File: src/rtl/rr_arb_pkg.sv
// Shared definitions for the 8-way round-robin arbiter: sizes, FSM encoding
// and the index-to-one-hot grant decode.
package rr_arb_pkg;

    localparam int N_REQ = 8;
    localparam int IDX_W = 3;

    typedef enum logic {
        IDLE  = 1'b0,
        GRANT = 1'b1
    } arb_state_e;

    function automatic logic [N_REQ-1:0] onehot8(input logic [IDX_W-1:0] idx);
        logic [N_REQ-1:0] vec;
        vec = 8'h01 << idx;
        return vec;
    endfunction

endpackage

File: src/rtl/rr_pick_8.sv
// Rotating priority encoder: first set request scanning from ptr upward,
// wrapping past 7 back to 0.
module rr_pick_8
    import rr_arb_pkg::*;
(
    input  logic [N_REQ-1:0] req,
    input  logic [IDX_W-1:0] ptr,
    output logic [IDX_W-1:0] idx,
    output logic             any
);

    logic [IDX_W-1:0] idx_s;
    logic             found_s;
    logic [IDX_W-1:0] pos_s;

    // scan the eight positions starting at ptr; the first hit wins
    always_comb begin
        idx_s   = 3'd0;
        found_s = 1'b0;
        pos_s   = 3'd0;
        for (int i = 0; i < N_REQ; i++) begin
            pos_s = ptr + 3'(i);
            if (!found_s && req[pos_s]) begin
                idx_s   = pos_s;
                found_s = 1'b1;
            end else begin
                found_s = found_s;
            end
        end
    end

    assign idx = idx_s;
    assign any = found_s;

endmodule

File: src/rtl/rr_arbiter_8.sv
// Round-robin arbiter for 8 requesters with a per-grant hold limit and a
// mandatory idle cycle between consecutive grants.
module rr_arbiter_8
    import rr_arb_pkg::*;
#(
    parameter int HOLD_MAX = 16
) (
    input  logic             clk,
    input  logic             rst_n,
    input  logic [N_REQ-1:0] req,
    output logic [N_REQ-1:0] grant,
    output logic [IDX_W-1:0] grant_idx,
    output logic             grant_valid,
    output logic             busy
);

    localparam int               CNT_W    = $clog2(HOLD_MAX);
    localparam logic [CNT_W-1:0] CNT_LAST = CNT_W'(HOLD_MAX - 1);

    arb_state_e       state_r, state_s;
    logic [IDX_W-1:0] ptr_r, ptr_s;
    logic [IDX_W-1:0] idx_r, idx_s;
    logic [CNT_W-1:0] cnt_r, cnt_s;
    logic [IDX_W-1:0] pick_idx_s;
    logic             pick_any_s;
    logic [N_REQ-1:0] others_s;
    logic             release_s;
    logic [N_REQ-1:0] grant_s;

    rr_pick_8 u_pick (
        .req (req),
        .ptr (ptr_r),
        .idx (pick_idx_s),
        .any (pick_any_s)
    );

    // state, pointer, hold counter and grant index registers
    always_ff @(posedge clk) begin
        if (!rst_n) begin
            state_r <= IDLE;
            ptr_r   <= 3'd0;
            idx_r   <= 3'd0;
            cnt_r   <= '0;
        end else begin
            state_r <= state_s;
            ptr_r   <= ptr_s;
            idx_r   <= idx_s;
            cnt_r   <= cnt_s;
        end
    end

    // next-state: pick from IDLE, release on drop or on limit with a competitor
    always_comb begin
        state_s   = state_r;
        ptr_s     = ptr_r;
        idx_s     = idx_r;
        cnt_s     = cnt_r;
        others_s  = req & ~onehot8(idx_r);
        release_s = !req[idx_r] || ((cnt_r == CNT_LAST) && (others_s != 8'h00));
        case (state_r)
            IDLE: begin
                if (pick_any_s) begin
                    state_s = GRANT;
                    idx_s   = pick_idx_s;
                    cnt_s   = '0;
                end else begin
                    state_s = IDLE;
                end
            end
            GRANT: begin
                if (release_s) begin
                    state_s = IDLE;
                    ptr_s   = idx_r + 3'd1;
                end else if (cnt_r != CNT_LAST) begin
                    cnt_s = cnt_r + CNT_W'(1);
                end else begin
                    cnt_s = cnt_r;
                end
            end
            default: begin
                state_s = IDLE;
            end
        endcase
    end

    // grant lines decode only from registered state, never from req
    always_comb begin
        grant_s = 8'h00;
        if (state_r == GRANT) begin
            grant_s = onehot8(idx_r);
        end else begin
            grant_s = 8'h00;
        end
    end

    assign grant       = grant_s;
    assign grant_idx   = idx_r;
    assign grant_valid = (state_r == GRANT);
    assign busy        = (state_r == GRANT);

endmodule

File: config.mk
export PLATFORM = sky130hd
export DESIGN_NAME = rr_arbiter_8
export DESIGN_NICKNAME = d
export VERILOG_FILES = /design/src/rtl/rr_arb_pkg.sv /design/src/rtl/rr_pick_8.sv /design/src/rtl/rr_arbiter_8.sv
export SDC_FILE = /design/constraint.sdc
export NUM_CORES = 1
export LEC_CHECK = 0
export BUFFER_PORTS_ARGS = -buffer_cell sky130_fd_sc_hd__buf_2
export CAP_MARGIN = 15
export CORE_MARGIN = 2
export CORE_UTILIZATION = 35
export DETAILED_ROUTE_END_ITERATION = 10
export HOLD_SLACK_MARGIN = 0.08
export PLACE_DENSITY_LB_ADDON = 0.08
export SETUP_SLACK_MARGIN = 0.4
export SYNTH_ARGS = -nofsm -noshare
export SYNTH_HDL_FRONTEND = slang
export SYNTH_SLANG_ARGS = --single-unit
File: constraint.sdc
create_clock -name clk -period 9.26 [get_ports clk]
set_input_delay 0.463 -clock clk [delete_from_list [all_inputs] [get_ports clk]]
set_output_delay 0.463 -clock clk [all_outputs]
set_load 0.01 [all_outputs]
### Word level (Yosys, flattened, before mapping)

Cells that the tools add are included.

* add/subtract/negate cells: 9
* magnitude comparators: 9
* equality and inequality tests: 5
* shift operators: 1
* mux-type cells: 42
* bitwise gates (word level): 3
* reduce and logical (&&, ||, !) cells: 21

Operators by type and width (count)
* $lt A3 B4 Y1 const B: 9
* $bmux W1 S3: 9
* $mux W3: 8
* $mux W1: 19
* $add A3 B3 Y3 const B: 4
* $mux W4: 3
* $and A8 B8 Y8: 1
* $logic_and A1 B1 Y1: 8
* $logic_not A1 Y1: 8
* $mux W8: 1
* $not A8 Y8: 1
* $pmux W4 S2: 1
* $reduce_bool A8 Y1: 1
* $shl A1 B3 Y8 const A: 1
* $add A3 B1 Y3 const B: 2
* $add A3 B2 Y3 const B: 2
* $add A4 B1 Y4 const B: 1
* $eq A4 B4 Y1 const B: 1
* $ne A2 B2 Y1 const B: 2
* $ne A4 B4 Y1 const B: 1
* $reduce_and A2 Y1: 2
* $reduce_and A3 Y1: 1
* $ne A2 B1 Y1 const B: 1
* $pmux W1 S2: 1
* other kinds (2): 2

* register bits: 11
* bits of input ports: 10
* output and inout bits: 13
* logic and storage cells: 94

### Logic depth before layout (Yosys ltp)

Gate-level depths: netlist of run 1.

* depth in word-level cells: 26
* mapped depth: 13

### Modules after synthesis

Synthesis of run 1 repeated with hierarchy kept, for this count alone.

* cell total of the unflattened synthesis: 223
* area, all modules: 1933.1 um^2

By module, submodules not included
* rr_pick_8: times used 1, cells each 121, area each 1081.0 um^2
* rr_arbiter_8: times used 1, cells each 102, area each 852.1 um^2

### Least setup slack after synthesis of run 1

Ideal clock, no wire load.

* path kind: register -> register
* start point: reg ptr_r[1]
* end point: reg idx_r[1] (netlist: grant_idx[1])
* setup time: 86 ps
* arrival time: 3086 ps
* path slack: 6088 ps
* cell stages (with the launch flop): 12
* period minus slack after synthesis: 3172 ps
* path through: dfxtp_1 buf_2 clkbuf_1 inv_1 ha_1 buf_6 mux4_2 mux2_2 or3_1 a31o_1 a32o_1 a221oi_2

* longest elaborated chain between the ends: 25

Ends and longest elaborated chain
* start, declared: line rr_arbiter_8.sv:21 `logic [IDX_W-1:0] ptr_r, ptr_s;`
* start signal, assigned: line rr_arbiter_8.sv:46 `ptr_r <= ptr_s;`
* branches (longest 25 deep; another with $add A3 B1 Y3)
* end signal, assigned: line rr_arbiter_8.sv:47 `idx_r <= idx_s;`
* end, declared: line rr_arbiter_8.sv:22 `logic [IDX_W-1:0] idx_r, idx_s;`

Several ways; the timed one is not identified. The select of a mux whose other input is x is not followed.
A chain may end at the register's enable or synchronous reset.

### Worst setup path in the final report of run 1

* start point: reg ptr_r[0]
* end point: reg idx_r[1] (netlist: grant_idx[1])

The elaborated chain is that of the path after synthesis.

==> results of run 1 <==
cell type report:
cell class | instances | area [um2]
sequential | 11 | 220
multi-input combinational | 161 | 1470
fill | 527 | 3130
inverter | 11 | 41.3
clock buffer | 4 | 45.0
timing repair buffer | 23 | 118
tap | 70 | 87.6
power groups by stage:
stage / clock network [uW] / registers (uW) / logic [uW]
6_report: 50.8 / 93.2 / 386
3_3_place_gp: 0 / 94.6 / 381
4_1_cts: 52.2 / 94.7 / 384
3_5_place_dp: 0 / 94.8 / 381
2_1_floorplan: 0 / 72.4 / 329
5_1_grt: 55.5 / 97.8 / 422
cell families (layout without fill, tap and decap cells):
| logic type | count (synthesis) | count (layout) |
|---|---|---|
| muxes | 38 | 38 |
| AOI/OAI and AO/OA | 46 | 46 |
| adders and majority gates | 9 | 9 |
| xor gates and xnor gates | 5 | 5 |
| buffers and inverters | 31 | 38 |
| and+or+nand+nor | 63 | 63 |
| DFF | 11 | 11 |
tightest hold or removal path, cell delays in order, from the launching register on:
cell     delay, ps
dfxtp_1        320
o21ai_0         70
a21oi_1         60
synth_stat cells, types with 2 or more instances:
cell type,instances,share of area [%]
dfxtp_1,11,12
mux2i_1,15,8.1
nand4_1,2,0.68
a21boi_0,2,0.81
clkbuf_1,7,1.4
a22oi_1,4,1.6
xor2_1,2,0.95
nor2_1,15,3.1
inv_1,10,2.0
mux2_2,4,2.4
buf_2,7,1.9
a221oi_1,3,1.4
mux4_2,18,22
buf_6,2,1.2
a21o_1,3,1.2
and2_1,2,0.68
nor3_1,3,0.81
a31oi_1,2,0.68
nand3_1,3,0.81
ha_1,9,6.1
a211oi_1,3,1.2
buf_4,4,1.6
xnor2_1,2,0.95
or3_1,2,0.68
nand2_1,22,4.5
and3_1,7,2.4
o21ai_0,5,1.4
a21oi_1,6,1.6
layer usage:
| layer | GRT usage (%) | wire length, um | share of wire [%] |
|---|---|---|---|
| met3 | 2.13 | 273 | 5.2 |
| met2 | 29.8 | 2560 | 49 |
| met1 | 25.3 | 2320 | 44 |
| met5 | 0 | 0 | 0 |
| met4 | 6.18 | 98 | 1.9 |
flip-flops by register name (all words and copies together) (netlist names):
name	flops
busy	1
cnt_r	4
grant_idx	3
ptr_r	3
metrics by stage:
| stage | util (%) | hold slack [ps] | instance area, um2 | instances |
|---|---|---|---|---|
| after floorplan | - | 456 | 1840 | 203 |
| after global placement | 37.9 | 475 | 1940 | 276 |
| after detailed placement | 37.9 | 492 | 1940 | 276 |
| after CTS | 38.8 | 500 | 1980 | 280 |
| after global routing | 38.8 | 538 | 1980 | 280 |
| final | 38.8 | 494 | 1980 | 280 |
final timing paths:
kind                  end      from  slack [ps]  cells after the start
max          grant_idx[1]  ptr_r[0]        5340                      8
min              cnt_r[3]  cnt_r[3]         490                      2
max reg2reg  grant_idx[1]  ptr_r[0]        5340                      8
min reg2reg      cnt_r[3]  cnt_r[3]         490                      2
==> key figures, run 1 <==
Global route
  • Vias in the first global route: 1600
  • Maximum number of pins on one net before global-route repair: 20
  • Initial antenna violation count: 0
  • GRT Total Usage: between 10% and 20%
  • GRT overflow: 0
  • Global-route wire length before repair: between 8000 and 9000 um

Synth
  • Post-synth EDFFs: 0
  • Sequential share of the synthesized area: a little under an eighth
  • Post-Synth XOR/XNOR Area: 3.39%
  • Synth Area in Compound Gates: between 10% and 20%
  • Simple-gate area share of the yosys netlist: roughly 17%
  • Post-Synth Adder-Cell Area: a little over 6%
  • Post-Syn Area per Cell: just over 9 um2
  • Largest family of logic cells by synthesized area: multiplexers
  • FFs w/ async S/R, synth: 0%
  • Yosys reg bits: 11
  • Mux cell area share after synthesis: between 30% and 40%
  • Main synth FF type: dfxtp_1
  • Post-Syn Area: about 1800 um2
  • Gate Count Post-Synth: between 200 and 250
  • Yosys warns: 0
  • Syn Nets: 222
  • Synth cell types: 56

Pwr
  • Power Density: 268 nW/um2
  • Comb pwr share: between 70 and 80%
  • Psw: roughly 260 uW
  • Peak VDD IR: about 0.13 mV
  • Seq pwr share: between 15 and 20%
  • Overall power: 530 uW
  • Design internal power: 266 uW
  • Pleak: 0.000790 uW
  • Net Sw Frac: between 40% and 50%
  • Clock power frac: 9.6%

Finish
  • Area growth syn-to-layout: 7.39%
  • Layout cells sized above 1: between 20% and 30%
  • NumNets Final: 230
  • Most frequent cells in the layout: 22 x nand2_1, 22 x buf_2, 18 x mux4_2
  • Antenna diode count: 0

Clock network
  • Root Buffer: clkbuf_8
  • Cts repair resizes: 0
  • Clk slew on worst S/H paths: around 60 ps
  • H-tree level count: 1
  • CTS Buf Count: 3
  • CTS tree: done
  • Max Root-Sink Buffers: 2
  • Clock Latency Late Sink: 240 ps
  • # Post-CTS Setup Buffers: 0
  • Clock sinks: 11
  • Hold_buf cts: 0

Placed design
  • Buffers on Ports: 22
  • Hpwl dp: around 3900 um
  • Setup WS pre-CTS: 5350 ps
  • Final Wtd Congestion: 0.909

Hold path
  • Hold Path Class: reg -> reg

STA
  • Clock Skew: roughly 4.3 ps
  • Fin crit period: roughly 4000 ps
  • RSZ-0062 raised after global routing: no
  • Final slew viol count: 0
  • Setup WS post-layout: 5340 ps
  • Hold violation count in the final report: 0
  • Fmax achieved: between 200 and 300 MHz
  • Tcrit/Tclk final: a little over two fifths
  • Worst slew pin tran: 819 ps
  • # setup viols final: 0
  • Slew headroom: between 40% and 50%
  • Setup TNS: 0 ps

Worst setup path
  • Critical Path Slowest Stage Cell: ha_1
  • CP bufs+invs: 1
  • Startpoint Class: flip-flop
  • Critical Path Max Stage Delay: approximately 860 ps
  • CP Max Fanout: 18
  • Gate family responsible for the most delay along the worst path: multiplexers
  • Critical Path Sink Type: flip-flop
  • CP cell instances: inv_2 -> ha_1 -> mux4_2 -> mux2_2 -> or3_1 -> a31o_1 -> a32o_1 -> a221oi_2
  • Critical Path RT: roughly 9400 ps
  • Critical path type: reg -> reg
  • Crit path arrival time: approximately 4100 ps

Detailed routing
  • Total length of routed wires: between 5000 and 6000 um
  • Post-DRT Antenna Nets: 0
  • First DRT Iteration DRCs: 194
  • DR DRC count: 0
  • Number of vias per cell: just over 6
  • DR WL/cell: approximately 19 um
  • DR vias: ~1700
  • First-pass detailed-route iteration total: 4

Die
  • Ports: 23
  • Std-Cell Rows: 26
  • Die Width: around 77 um
  • Initial core utilization: 36.1%
  • CORE AREA: 5110 um2
  • Die Y: around 77 um
  • DIE AREA: slightly below 6000 um2

Run status
  • Status: complete, no violations

Flow run
  • Max-cap violations: 0
Power figures use the tool's default switching activity.
==> run 2, diff against run 1 <==
Clock period 9.26 ns to 3.6 ns, I/O delays scaled along.
==> run 2 against run 1 <==
Effect of this change:
- register-to-register slack worse by 4700 ps
- sequential share of layout area fell by 0.11 points
- flip-flop and latch count is the same
- sequential power is 140% higher
- clock power grew 130%
- largest power group unchanged
- combinational power rose to 2.7 times the previous value
- utilization is 0.39 points higher
- critical endpoint is now grant_idx[2]
- cell count is 0.71% higher
- routed wire length is 1.9% lower
==> key figures, run 2 (synthesized netlist as in run 1, its figures left out) <==
Run status
  • Status: complete, no violations

Hold path
  • Hold EP: busy
  • Hold-critical path depth: 2
  • Hold Path Class: in -> reg
  • Hold Startpoint: rst_n

Clock network
  • Clock sinks: 11
  • H-tree level count: 1
  • Clock Latency Late Sink: 230 ps
  • Max Root-Sink Buffers: 2
  • Root Buffer: clkbuf_8
  • CTS tree: done
  • Clk slew on worst S/H paths: approximately 50 ps
  • CTS Buf Count: 3

Die
  • CORE AREA: around 5100 um2
  • DIE AREA: approximately 5900 um2
  • Initial core utilization: between 30% and 40%
  • Die Y: 76.6 um
  • Std-Cell Rows: 26
  • Die Width: roughly 77 um
  • Ports: 23

Placed design
  • Placed cell count: 278
  • Buffers on Ports: 22
  • Hpwl dp: about 4000 um
  • Final Wtd Congestion: just under 0.9
  • Setup WS pre-CTS: roughly 560 ps

Finish
  • Layout cells sized above 1: between 20% and 30%
  • Final core utilization: 39.2%
  • Largest register by flop count: cnt_r
  • NumNets Final: 232
  • Max FFs per register: 4
  • Area growth syn-to-layout: 8.48%
  • Antenna diode count: 0
  • Most frequent cells in the layout: 22 x nand2_1, 22 x buf_2, 18 x mux4_2
  • Finished Layout Cells: approximately 280
  • # fillers: ~560

Detailed routing
  • Total length of routed wires: 5160 um
  • DR DRC count: 0
  • First-pass detailed-route iteration total: 4
  • Number of vias per cell: 6.03
  • First DRT Iteration DRCs: 153
  • DR vias: around 1700
  • Post-DRT Antenna Nets: 0
  • DR WL/cell: around 18 um

Worst setup path
  • RR Endpoint: grant_idx[2]
  • Crit path arrival time: a little over 3000 ps
  • Critical Path Slowest Stage Cell: mux4_2
  • Worst R2R Path Depth: 10
  • Critical Path RT: approximately 3700 ps
  • CP Max Fanout: 11
  • Critical path type: reg -> reg
  • Critical Path Sink Type: flip-flop
  • Critical Path Max Stage Delay: between 500 and 600 ps
  • Gate family responsible for the most delay along the worst path: multiplexers
  • Startpoint Class: flip-flop
  • CP cell instances: inv_2 -> ha_2 -> buf_4 -> mux4_2 -> mux2i_1 -> a22oi_1 -> nor2_1 -> and4b_1 -> a221oi_1 -> o221a_1
  • Reg2Reg Setup Slack: 630 ps
  • CP bufs+invs: 2
  • Reg2reg start: ptr_r[0]

Pwr
  • Psw: around 680 uW
  • Pleak: roughly 0.00080 uW
  • Peak VDD IR: 0.276 mV
  • Design internal power: around 700 uW
  • Comb pwr share: 75.3%
  • Clock power frac: 8.6%
  • Net Sw Frac: between 40 and 50%
  • Power Density: 686 nW/um2
  • Seq pwr share: 16.0%

Global route
  • GRT overflow: 0
  • Vias in the first global route: 1711
  • Global-route wire length before repair: roughly 8800 um
  • Initial antenna violation count: 0
  • GRT Total Usage: a little under a fifth
  • Maximum number of pins on one net before global-route repair: 20

STA
  • RSZ-0062 raised after global routing: no
  • Worst slew pin tran: ~780 ps
  • # setup viols final: 0
  • Fmax achieved: around 340 MHz
  • Setup TNS: 0 ps
  • Fin crit period: about 3000 ps
  • Setup WS post-layout: approximately 630 ps
  • Clock Skew: 0.808 ps
  • Slew headroom: around half
  • WHS: 241 ps
  • Final slew viol count: 0
  • Tcrit/Tclk final: 82.4%
  • Hold violation count in the final report: 0

Flow run
  • Max-cap violations: 0
==> run 2: power by group through the flow <==
stage	Clock, uW	Combinational [uW]	Sequential (uW)
2_1_floorplan	0	846	186
3_3_place_gp	0	1030	221
3_5_place_dp	0	1020	223
4_1_cts	123	1030	221
5_1_grt	129	1140	229
6_report	119	1030	220
==> run 2: layout make-up <==
cell class              instances  area (um2)  share of cell area, %
multi-input cells             161        1470                   73.7
well taps                      70        87.6                   4.38
repair buffers                 25         133                   6.63
flip-flops and latches         11         220                   11.0
clock buffers                   4        45.0                   2.25
inverters                      11        41.3                   2.06
==> run 2: per-layer routing <==
metal	part of all wire, %	up-vias	global-route usage [%]	wire length, um
met5	0	-	0	0
met1	44	850	24.9	2280
met3	4.0	8	1.42	206
li1	-	794	-	-
met4	1.5	0	4.55	78
met2	50	49	31.9	2590
==> run 2: worst max path at each step <==
stage | from | end | slack (ps) | depth (start not counted)
floorplan | ptr_r[1] | grant_idx[1] | 430 | 11
global placement | ptr_r[1] | cnt_r[3] | 560 | 9
detailed placement | ptr_r[1] | cnt_r[3] | 560 | 9
global route | ptr_r[1] | cnt_r[3] | 460 | 9
finish | ptr_r[0] | grant_idx[2] | 630 | 10
CTS | ptr_r[1] | cnt_r[3] | 530 | 9
==> run 2: timing repair <==
| action | in CTS | in global routing |
|---|---|---|
| endpoints found under the setup margin | 0 | 2 |
| gates resized for setup | 0 | 2 |
| hold buffers | 0 | 0 |
| buffers inserted | 0 | 0 |
==> run 2: per-stage QoR <==
stage	cell area (um2)	power (uW)
2_1_floorplan	1840	1030
5_1_grt	2000	1500
3_3_place_gp	1950	1250
4_1_cts	2000	1370
3_5_place_dp	1950	1250
6_report	2000	1370
==> run 2: worst reg2reg max path: cells and delay by family, from the launching register on <==
family | cells | cell delay [ps]
simple gates | 2 | 440
fa+ha+maj | 1 | 500
flops | 1 | 340
buf+inv | 2 | 330
compound gates | 3 | 500
mux | 2 | 730
==> run 3, diff against run 2 <==
Clock period 3.6 ns to 2.66 ns, I/O delays scaled along.
==> run 3 against run 2 <==
Effect of this change:
- final area is 17% higher
- first-iteration DRC count is 9.8% lower
- register-to-register slack worse by 560 ps
- global-route usage is 1.2 points higher
- via count is 4.4% higher
- routed wire length is 7.9% higher
- power is 66% higher
- sequential power is 33% higher
- sequential share of layout area is 1.3 points lower
- clock-buffer cell count stayed put
- largest power group unchanged
==> key figures, run 3 (synthesized netlist as in run 1, its figures left out) <==
Global route
  • GRT Total Usage: roughly 20%
  • Global-route wire length before repair: roughly 9300 um
  • Maximum number of pins on one net before global-route repair: 18
  • GRT overflow: 0
  • Vias in the first global route: roughly 1800
  • Initial antenna violation count: 0

Placed design
  • Placed cell count: 295
  • Post-DP Area: between 2000 and 2500 um2
  • Final Wtd Congestion: between 0.8 and 0.9
  • Buffers on Ports: 22
  • Hpwl dp: roughly 4300 um

STA
  • Hold violation count in the final report: 0
  • Tcrit/Tclk final: a little over nine tenths
  • Clock Skew: about 2.5 ps
  • WHS: between 150 and 200 ps
  • RSZ-0062 raised after global routing: yes
  • Final slew viol count: 0
  • Fin crit period: ~2600 ps
  • Worst slew pin tran: approximately 550 ps
  • # setup viols final: 0
  • Fmax achieved: approximately 390 MHz
  • Slew headroom: about 64%

Worst setup path
  • Crit path arrival time: roughly 2700 ps
  • Critical Path Sink Type: flip-flop
  • Critical Path Max Stage Delay: between 500 and 600 ps
  • CP cell instances: inv_4 -> ha_4 -> mux4_2 -> mux2_4 -> or3_1 -> a31o_1 -> a32o_1 -> a221oi_2
  • Gate family responsible for the most delay along the worst path: multiplexers
  • Startpoint Class: flip-flop
  • Critical path type: reg -> reg
  • Critical Path Slowest Stage Cell: mux4_2
  • Critical Path RT: around 2800 ps
  • Reg2reg start: ptr_r[1]
  • CP startpoint: ptr_r[1]
  • CP Max Fanout: 5
  • CP bufs+invs: 1

Pwr
  • Power Density: slightly below 1000 nW/um2
  • Overall power: around 2300 uW
  • Peak VDD IR: between 0.2 and 0.3 mV
  • Pleak: approximately 0.00094 uW

Finish
  • # fillers: about 500
  • Design area: ~2300 um2
  • Area growth syn-to-layout: 26.4%
  • Layout cells sized above 1: 44.3%
  • Finished Layout Cells: just over 300
  • NumNets Final: around 260
  • Max FFs per register: 4
  • Largest register by flop count: cnt_r
  • Antenna diode count: 0
  • Commonest non-fill, non-tap cell in the layout: buf_4
  • Most frequent cells in the layout: 23 x buf_4, 22 x buf_2, 21 x nand2_1

Die
  • Ports: 23
  • Initial core utilization: between 30% and 40%
  • Die Y: 76.6 um
  • CORE AREA: around 5100 um2
  • Die Width: ~77 um
  • Std-Cell Rows: 26
  • DIE AREA: a little under 6000 um2

Clock network
  • Root Buffer: clkbuf_8
  • CTS Buf Count: 3
  • Max Root-Sink Buffers: 2
  • H-tree level count: 1
  • Clk slew on worst S/H paths: 50 ps
  • Clock sinks: 11
  • Clock Latency Late Sink: roughly 240 ps
  • CTS tree: done
  • Hold_buf cts: 0

Detailed routing
  • First-pass detailed-route iteration total: 4
  • Post-DRT Antenna Nets: 0
  • Total length of routed wires: between 5000 and 6000 um
  • Met3 wire length: 157 um
  • Max layer used: met4
  • Number of vias per cell: 5.79
  • DR WL/cell: approximately 18 um
  • First DRT Iteration DRCs: 138
  • DR vias: approximately 1800
  • DR DRC count: 0
  • Routed wl met2: approximately 2800 um
  • Met1 Wirelength: approximately 2500 um

Flow run
  • Max-cap violations: 0

Hold path
  • Hold Path Class: in -> reg
  • Hold Startpoint: rst_n

Run status
  • Status: complete, no violations
==> run 3: cell types whose count changed in the layout (fill, tap and decap cells not counted), moves of 3 or more <==
cell	delta
buf_4	+20
buf_12	+3
mux2i_1	-4
dfxtp_1	-3
mux2i_2	+4
==> run 3: area by class of cell <==
class | instances | area [um2] | area share [%]
Multi-Input combinational cell | 161 | 1560 | 67.0
Clock buffer | 4 | 45.0 | 1.93
Timing Repair Buffer | 50 | 365 | 15.7
Inverter | 11 | 43.8 | 1.88
Tap cell | 70 | 87.6 | 3.76
Sequential cell | 11 | 226 | 9.72
==> run 3: worst paths after layout <==
path / end / slack, ps / cells after the start
hold reg to reg: cnt_r[3] / 490 / 2
setup / recovery: grant_idx[1] / 70 / 8
setup reg to reg: grant_idx[1] / 70 / 8
hold / removal: grant_idx[0] / 190 / 3
==> run 3: worst reg2reg max path: cells and delay by family (launching register included) <==
family                   cells  cell delay (ps)
AO/OA/AOI/OAI                3              650
adder cells (fa/ha/maj)      1              320
buffers and inverters        1               40
flip-flops                   1              370
multiplexers                 2              820
AND/OR/NAND/NOR              1              300
==> run 3: metrics by stage <==
step,utilization [%],setup slack (ps),setup TNS [ps]
floorplan,-,-153,-258
global route,45.6,-6.01,-6.01
global placement,41.6,44.6,0
CTS,45.3,73.0,0
detailed placement,41.6,-30.9,-30.9
finish,45.6,73.2,0
==> run 3: power breakdown <==
part / internal (uW) / switching, uW / total, uW
Clock: 105 / 63.6 / 169
Sequential: 208 / 84.0 / 292
Combinational: 932 / 889 / 1820
Total: 1250 / 1040 / 2280
==> run 3: metal layers <==
| metal | track usage, % | vias to the layer above |
|---|---|---|
| met1 | 26.5 | 871 |
| met5 | 0 | - |
| met3 | 2.61 | 8 |
| met4 | 4.00 | 0 |
| met2 | 33.7 | 46 |
| li1 | - | 851 |
==> run 3: timing repair <==
item / CTS / global route
cloned: 0 / 0
endpoints found under the setup margin: 8 / 10
pin swaps: 18 / 7
setup buffers: 8 / 0
resized for setup: 20 / 6
